$ cat src/rtl/downsample2x_stream_if.sv
// rtl/downsample2x_stream_if.sv - Input/output pixel stream bundle for downsample2x_stream.
interface downsample2x_stream_if #(
    parameter int DATA_WIDTH = 16
);
    logic                         in_valid;
    logic                         in_ready;
    logic signed [DATA_WIDTH-1:0] in_data;
    logic                         out_valid;
    logic                         out_ready;
    logic signed [DATA_WIDTH-1:0] out_data;
    logic                         out_last;

    modport slave (
        input  in_valid, in_data, out_ready,
        output in_ready, out_valid, out_data, out_last
    );

    modport master (
        output in_valid, in_data, out_ready,
        input  in_ready, out_valid, out_data, out_last
    );
endinterface

$ cat src/rtl/downsample2x_stream.sv
// rtl/downsample2x_stream.sv - Streaming 2x2/stride-2 downsampler (max; 2x2 average with DOWNSAMPLE2X_AVG_EN).
// The even row's pair results live in a half-width line buffer; the odd row completes each window.
module downsample2x_stream #(
    parameter int DATA_WIDTH = 16,
    parameter int W          = 4,
    parameter int H          = 4
) (
    input  logic                  clk,
    input  logic                  rst_n,
    downsample2x_stream_if.slave  strm
);
    localparam int CW       = $clog2(W);
    localparam int RW       = $clog2(H);
    localparam int LB_AW    = (W > 2) ? $clog2(W / 2) : 1;
    localparam int LB_DEPTH = 1 << LB_AW;
`ifdef DOWNSAMPLE2X_AVG_EN
    localparam int LBW      = DATA_WIDTH + 1;
`else
    localparam int LBW      = DATA_WIDTH;
`endif

    logic [CW-1:0]                col_q, col_d;
    logic [RW-1:0]                row_q, row_d;
    logic signed [DATA_WIDTH-1:0] pair_q, pair_d;
    logic                         out_valid_q, out_valid_d;
    logic signed [DATA_WIDTH-1:0] out_data_q, out_data_d;
    logic                         out_last_q, out_last_d;
    logic signed [LBW-1:0]        linebuf [LB_DEPTH];

    logic                         in_fire, col_last, row_last, lb_we, win_fire;
    logic [LB_AW-1:0]             lb_idx;
    logic signed [LBW-1:0]        lb_rd;
    logic signed [LBW-1:0]        pair_red;
    logic signed [DATA_WIDTH-1:0] win_result;

    assign strm.in_ready  = !out_valid_q || strm.out_ready;
    assign strm.out_valid = out_valid_q;
    assign strm.out_data  = out_data_q;
    assign strm.out_last  = out_last_q;

    assign in_fire  = strm.in_valid && strm.in_ready;
    assign col_last = (col_q == CW'(W - 1));
    assign row_last = (row_q == RW'(H - 1));
    assign lb_idx   = LB_AW'(col_q >> 1);
    assign lb_rd    = linebuf[lb_idx];
    assign lb_we    = in_fire && !row_q[0] && col_q[0];
    assign win_fire = in_fire && row_q[0] && col_q[0];

`ifdef DOWNSAMPLE2X_AVG_EN
    logic signed [DATA_WIDTH+1:0] sum4, sum4_shr;

    assign pair_red   = {pair_q[DATA_WIDTH-1], pair_q} + {strm.in_data[DATA_WIDTH-1], strm.in_data};
    assign sum4       = {{2{pair_q[DATA_WIDTH-1]}}, pair_q}
                      + {{2{strm.in_data[DATA_WIDTH-1]}}, strm.in_data}
                      + {lb_rd[LBW-1], lb_rd};
    // Arithmetic shift floors toward -inf; the quotient of four in-range values always fits.
    assign sum4_shr   = sum4 >>> 2;
    assign win_result = sum4_shr[DATA_WIDTH-1:0];
`else
    function automatic logic signed [DATA_WIDTH-1:0] max2(
        input logic signed [DATA_WIDTH-1:0] a,
        input logic signed [DATA_WIDTH-1:0] b
    );
        return (a >= b) ? a : b;
    endfunction

    assign pair_red   = max2(pair_q, strm.in_data);
    assign win_result = max2(max2(pair_q, strm.in_data), lb_rd);
`endif

    always_comb begin
        col_d = col_q;
        row_d = row_q;
        if (in_fire) begin
            if (col_last) begin
                col_d = '0;
                row_d = row_last ? '0 : row_q + 1'b1;
            end else begin
                col_d = col_q + 1'b1;
            end
        end
    end

    always_comb begin
        pair_d = pair_q;
        if (in_fire && !col_q[0]) begin
            pair_d = strm.in_data;
        end
    end

    // A completing window in the same cycle as an output transfer keeps out_valid high.
    always_comb begin
        out_valid_d = out_valid_q;
        out_data_d  = out_data_q;
        out_last_d  = out_last_q;
        if (out_valid_q && strm.out_ready) begin
            out_valid_d = 1'b0;
        end
        if (win_fire) begin
            out_valid_d = 1'b1;
            out_data_d  = win_result;
            out_last_d  = row_last && col_last;
        end
    end

    always_ff @(posedge clk or negedge rst_n) begin
        if (!rst_n) begin
            col_q       <= '0;
            row_q       <= '0;
            pair_q      <= '0;
            out_valid_q <= 1'b0;
            out_data_q  <= '0;
            out_last_q  <= 1'b0;
        end else begin
            col_q       <= col_d;
            row_q       <= row_d;
            pair_q      <= pair_d;
            out_valid_q <= out_valid_d;
            out_data_q  <= out_data_d;
            out_last_q  <= out_last_d;
        end
    end

    always_ff @(posedge clk) begin
        if (lb_we) begin
            linebuf[lb_idx] <= pair_red;
        end
    end
endmodule

$ cat src/flat_wrapper.sv
// flat-port wrapper written by rule: the top's interface ports become plain ports
module downsample2x_stream_flat 
#(
    parameter int DATA_WIDTH = 16,
    parameter int W          = 4,
    parameter int H          = 4
)
  (clk, rst_n, strm_in_valid, strm_in_data, strm_out_ready, strm_in_ready, strm_out_valid, strm_out_data, strm_out_last);
  downsample2x_stream_if #(.DATA_WIDTH(DATA_WIDTH)) strm_i ();
  input  logic clk;
  input  logic rst_n;
  input wire logic [$bits(strm_i.in_valid)-1:0] strm_in_valid;
  input wire logic [$bits(strm_i.in_data)-1:0] strm_in_data;
  input wire logic [$bits(strm_i.out_ready)-1:0] strm_out_ready;
  output wire logic [$bits(strm_i.in_ready)-1:0] strm_in_ready;
  output wire logic [$bits(strm_i.out_valid)-1:0] strm_out_valid;
  output wire logic [$bits(strm_i.out_data)-1:0] strm_out_data;
  output wire logic [$bits(strm_i.out_last)-1:0] strm_out_last;
  assign strm_i.in_valid = strm_in_valid;
  assign strm_i.in_data = strm_in_data;
  assign strm_i.out_ready = strm_out_ready;
  assign strm_in_ready = strm_i.in_ready;
  assign strm_out_valid = strm_i.out_valid;
  assign strm_out_data = strm_i.out_data;
  assign strm_out_last = strm_i.out_last;
  downsample2x_stream #(.DATA_WIDTH(DATA_WIDTH), .W(W), .H(H)) u_core (.clk(clk), .rst_n(rst_n), .strm(strm_i));
endmodule
$ cat config.mk
export PLATFORM = sky130hd
export DESIGN_NAME = downsample2x_stream_flat
export DESIGN_NICKNAME = d
export VERILOG_FILES = /design/src/rtl/downsample2x_stream_if.sv /design/src/rtl/downsample2x_stream.sv /design/src/flat_wrapper.sv
export SDC_FILE = /design/constraint.sdc
export NUM_CORES = 1
export LEC_CHECK = 0
export ABC_AREA = 1
export CAP_MARGIN = 20
export CORE_ASPECT_RATIO = 0.6
export CORE_MARGIN = 4
export CORE_UTILIZATION = 40
export DETAILED_ROUTE_END_ITERATION = 10
export MAX_ROUTING_LAYER = met4
export PLACE_DENSITY = 0.68
export SETUP_SLACK_MARGIN = 0.05
export SLEW_MARGIN = 20
export SYNTH_ARGS = -nofsm -noshare
export SYNTH_HDL_FRONTEND = slang
export SYNTH_SLANG_ARGS = --single-unit
$ cat constraint.sdc
create_clock -name clk -period 4.3 [get_ports clk]
set_input_delay 1.29 -clock clk [delete_from_list [all_inputs] [get_ports clk]]
set_output_delay 1.29 -clock clk [all_outputs]
set_load 0.05 [all_outputs]
Yosys cells after proc, flatten, opt, wreduce, memory -nomap -nowiden
Memories as Yosys holds them, arrays and structs flattened.
Cells that the tools add are included.

storage, ports and cells
  bits in registers = 38
  bits in writable memories = 32
  input port bits = 20
  output and inout bits = 19
  word-level logic and storage cells = 35
  memories = 1

operators by class
  add/subtract/negate cells = 2
  $lt $le $gt $ge = 2
  eq/ne operators = 2
  muxes and demuxes = 8
  reductions and logical operators = 14

memories
  memory          words  width  rd ports  clocked after memory_dff  write ports  RTL line                   source
  u_core.linebuf  2      16     1         0                         1            downsample2x_stream.sv:28  logic signed [LBW-1:0] linebuf [LB_DEPTH];

operators by type and width
  kind                   count
  $ge A16 B16 Y1         2
  $mux W16               2
  $logic_and A1 B1 Y1    8
  $add A2 B1 Y2 const B  2
  $eq A2 B2 Y1 const B   2
  $mux W1                4
  $mux W2                2
  $logic_not A1 Y1       3
  $reduce_and A2 Y1      1
  $reduce_bool A2 Y1     1
  $logic_or A1 B1 Y1     1

Logic depth before layout (Yosys ltp)
  depth after elaboration = 7
  gate-level depth with buffers = 31
  depth with buffers taken out = 29

Worst setup path after synthesis
Ideal clock, no wire load.

  path kind = in2reg
  start point = in strm_in_data[15]
  end point = reg u_core.out_data_q[7], in the netlist u_core.strm.out_data[7]
  arrival time = 4.034 ns
  data required time = 4.182 ns
  slack = 0.149 ns
  cell stages on the path = 25
  path buffers = 2
  cells stage by stage = inv_1 > ha_1 > nand2_2 > inv_1 > nand2_1 > nand2_1 > a21oi_2 > nand3_2 > nand2_2 > nand3_4 > buf_12 > nand2_2 > nand2_1 > ha_1 > a21oi_1 > nand2_1 > a21oi_1 > nand2_1 > nand2_2 > buf_2 > nand4_1 > nand2_1 > inv_1 > nand2_1 > nand2_1

on the way
  longest elaborated chain between the ends = 4

ends and longest elaborated chain
  element                  RTL line                    source
  start, declared          flat_wrapper.sv:13          input wire logic [$bits(strm_i.in_data)-1:0] strm_in_data;
  $ge A16 B16 Y1           --
  $mux W16                 --
  net u_core.pair_red[11]  downsample2x_stream.sv:33   logic signed [LBW-1:0] pair_red;
  $ge A16 B16 Y1           downsample2x_stream.sv:64   return (a >= b) ? a : b;
  $mux W16                 downsample2x_stream.sv:64
  end signal, assigned     downsample2x_stream.sv:119  out_data_q <= out_data_d;
  end, declared            downsample2x_stream.sv:26   logic signed [DATA_WIDTH-1:0] out_data_q, out_data_d;

The timed path passes the listed nets, and every way through them passes these cells.
A chain may end at the register's enable or synchronous reset.

Final worst setup path
  start point = in strm_in_data[10]
  end point = reg u_core.out_data_q[3], in the netlist u_core.strm.out_data[3]

Same word-level chain as after synthesis.

==> summary.txt <==
Placed design
  • Number of buffers added on ports: 38
  • Dpl ws: -0.667 ns
  • Post-DP HPWL: 7660 um
  • DP Area: 5030 um2
  • GP Congestion: 0.885

Critical path
  • Most frequent CP cell: nand2_2
  • CP max FO: 8
  • Critical Path End Type: flip-flop
  • Critical Path RT: 4.53 ns
  • Worst R2R End: u_core.strm.out_data[3]$_DFFE_PN0P_
  • R2R depth: 25
  • WS Path Type: input pin to flip-flop
  • CP max stage delay: 0.26 ns
  • R2R setup slack: 0.76 ns
  • Worst path bufs/invs: 5
  • R2r startpoint: u_core.pair_q[15]$_DFFE_PN0P_
  • CP max stage cell: ha_4
  • Setup crit start kind: input pin
  • Crit path DAT: 4.34 ns
  • CP delay by family, top: simple AND/OR/NAND/NOR gates

Finish
  • Post-Layout Inst Area: 6010 um2
  • FF/Latch Area: 1910 um2
  • Multi-input logic area: 2480 um2
  • Area grow syn2layout: 46.7%
  • Fill cell count: 804
  • Layout Nets: 624
  • Share of layout cells above drive strength 1: 0.384
  • Diode count: 0

Clocking
  • H-tree levels: 3
  • CTS root buffer: clkbuf_16
  • TritonCTS Sinks: 70
  • CTS clk-pin slew, worst paths: 0.06 ns
  • Total CTS buffers: 9
  • CTS tree: built
  • Clock tree buffer depth: 2
  • Clk Latency, worst-skew pair: 0.34 ns

Global routing
  • Largest net degree at the start of global routing: 39
  • Global-route wire length before repair: 18600 um
  • Routing usage on met1: 0.271
  • Total grt overflow: 0
  • Busiest grt layer: met2
  • Vias in the first global route: 3705
  • Met3 GRT Util: 0.0507
  • Total GRT Usage: 0.201
  • Met2 Use GR: 0.304
  • Initial antenna violation count: 0

Yosys
  • Ys flop type: dfrtp_1
  • Synthesized flop and latch total: 70
  • Mapped Nets: 517
  • Synth Warn #: 0
  • Area leader, netlist: edfxtp_1
  • Post-synth EDFFs: 32
  • Ranking of synthesized cells by area: edfxtp_1 (23%), dfrtp_1 (23%), nand2_1 (13%)
  • Gate Count Post-Synth: 463
  • Synth Cell Area: 4100 um2
  • Sequential area share after synthesis: 0.467
  • Avg Inst Size Synth: 8.85 um2
  • Netlist cell types: 29
  • Top cell type's share of synthesized area: 0.235
  • Synth async-reset ratio: 0.543

Min path
  • Hold path start: u_core.strm.out_data[14]$_DFFE_PN0P_
  • Worst hold path class: flip-flop to flip-flop
  • WHS Path Cells: 2
  • Worst Hold Endpoint: u_core.strm.out_data[14]$_DFFE_PN0P_

STA
  • FMAX: 243 MHz
  • Setup tns final: 0 ns
  • Setup WS post-layout: 0.189 ns
  • Worst Max-Slew Pin Slew: 1.03 ns
  • Final min period: 4.11 ns
  • Setup violators final: 0
  • Final period util: 0.956
  • Final Hold Vio Count: 0
  • Rel. slew slack: 0.312
  • Clock skew: 0.00631 ns
  • Slew Viols, Final: 0

Routing
  • Via-to-Cell Ratio: 5.22
  • Router iterations before antenna repair: 5
  • WL final: 11800 um
  • DR DRC count: 0
  • Detail Route Antenna Nets: 0
  • WL/cell: 16.6 um
  • Vias: 3709
  • Initial DRC count: 247

Floorplan
  • Die area: 12000 um2
  • Die X: 139 um
  • DIE HEIGHT: 86.4 um
  • Core footprint: 9910 um2
  • Initial Util: 0.413
  • FP Rows: 28
  • I/O pin count: 39

Status
  • Outcome: completed

Flow run
  • Max-cap violations: 0
through the flow:
| step | cells | hold slack [ns] | util |
|---|---|---|---|
| after floorplan | 463 | 0.479 | - |
| after global placement | 682 | 0.463 | 0.508 |
| after detailed placement | 682 | 0.464 | 0.508 |
| after CTS | 706 | 0.485 | 0.575 |
| after global routing | 710 | 0.495 | 0.606 |
| final | 710 | 0.480 | 0.606 |
sequential cells by signal, indices dropped and copies added, names as in the netlist:
signal and flops:
u_core.col_q 2, u_core.linebuf 32, u_core.pair_q 16, u_core.row_q 2, u_core.strm.out_data 16, u_core.strm.out_last 1, u_core.strm.out_valid 1
how the worst max path moves through the flow:
| stage | start | to | slack, ns | cells past startpoint |
|---|---|---|---|---|
| global route | strm_in_data[10] | u_core.strm.out_data[3]$_DFFE_PN0P_ | -0.007 | 24 |
| floorplan | strm_in_data[15] | u_core.strm.out_data[7]$_DFFE_PN0P_ | 0.15 | 25 |
| CTS | strm_in_data[4] | u_core.strm.out_data[11]$_DFFE_PN0P_ | 0.06 | 22 |
| finish | strm_in_data[10] | u_core.strm.out_data[3]$_DFFE_PN0P_ | 0.19 | 27 |
| detailed placement | strm_in_data[15] | u_core.strm.out_data[2]$_DFFE_PN0P_ | -0.67 | 27 |
| global placement | strm_in_data[15] | u_core.strm.out_data[2]$_DFFE_PN0P_ | -0.57 | 27 |
Yosys cell counts (2+ instances only):
master    count
nand2_2      15
o21ai_0      19
nand2_1     146
nand4_1      33
nand3_1      21
nor2_4        2
dfrtp_1      38
clkbuf_1      4
nor3_1        3
mux2i_1      15
nor2_1       10
ha_1         34
a21oi_1      12
inv_2         2
nand3_2       3
buf_2         9
inv_1        54
edfxtp_1     32
cell usage in the layout, fill, tap and decap left out, types with 14 or more instances in the layout:
cell type        count
edfxtp_1            32
nand2_2             36
mux2i_1             15
clkdlybuf4s50_1     20
nand3_1             17
inv_1               40
buf_4               58
nand2_1            111
o21ai_0             18
dfrtp_1             38
inv_2               16
nand2_4             14
nand4_1             33
ha_4                22
tightest hold or removal path, delay by kind of cell (launching register included):
| kind | cells | cell delay [ns] |
|---|---|---|
| flops | 1 | 0.34 |
| simple gates | 2 | 0.11 |
cell type report:
type,instances,area share
Clock buffer,9,0.0375
Clock inverter,7,0.0123
Inverter,56,0.0350
Multi-Input combinational cell,323,0.413
Sequential cell,70,0.318
Tap cell,135,0.0281
Timing Repair Buffer,110,0.157
metal layers:
metal | up-vias | part of all wire
met5 | - | 0
met4 | 0 | 0.010
met3 | 15 | 0.087
met2 | 155 | 0.45
met1 | 1769 | 0.46
li1 | 1770 | -
cells by family after synthesis:
group           synth area share
compound gates            0.0437
fa+ha+maj                  0.104
simple gates               0.274
flops                      0.467
buf+inv                   0.0727
mux                       0.0394
timing repair:
item,CTS,global route
buffers inserted,6,3
hold buffers,0,0
gates resized for setup,79,89
endpoints found under the setup margin,16,16
gates cloned,2,1
pin swaps,29,43
Power is not shown: default switching activity piles up to over one toggle a cycle in this logic, so the estimate is an artifact.
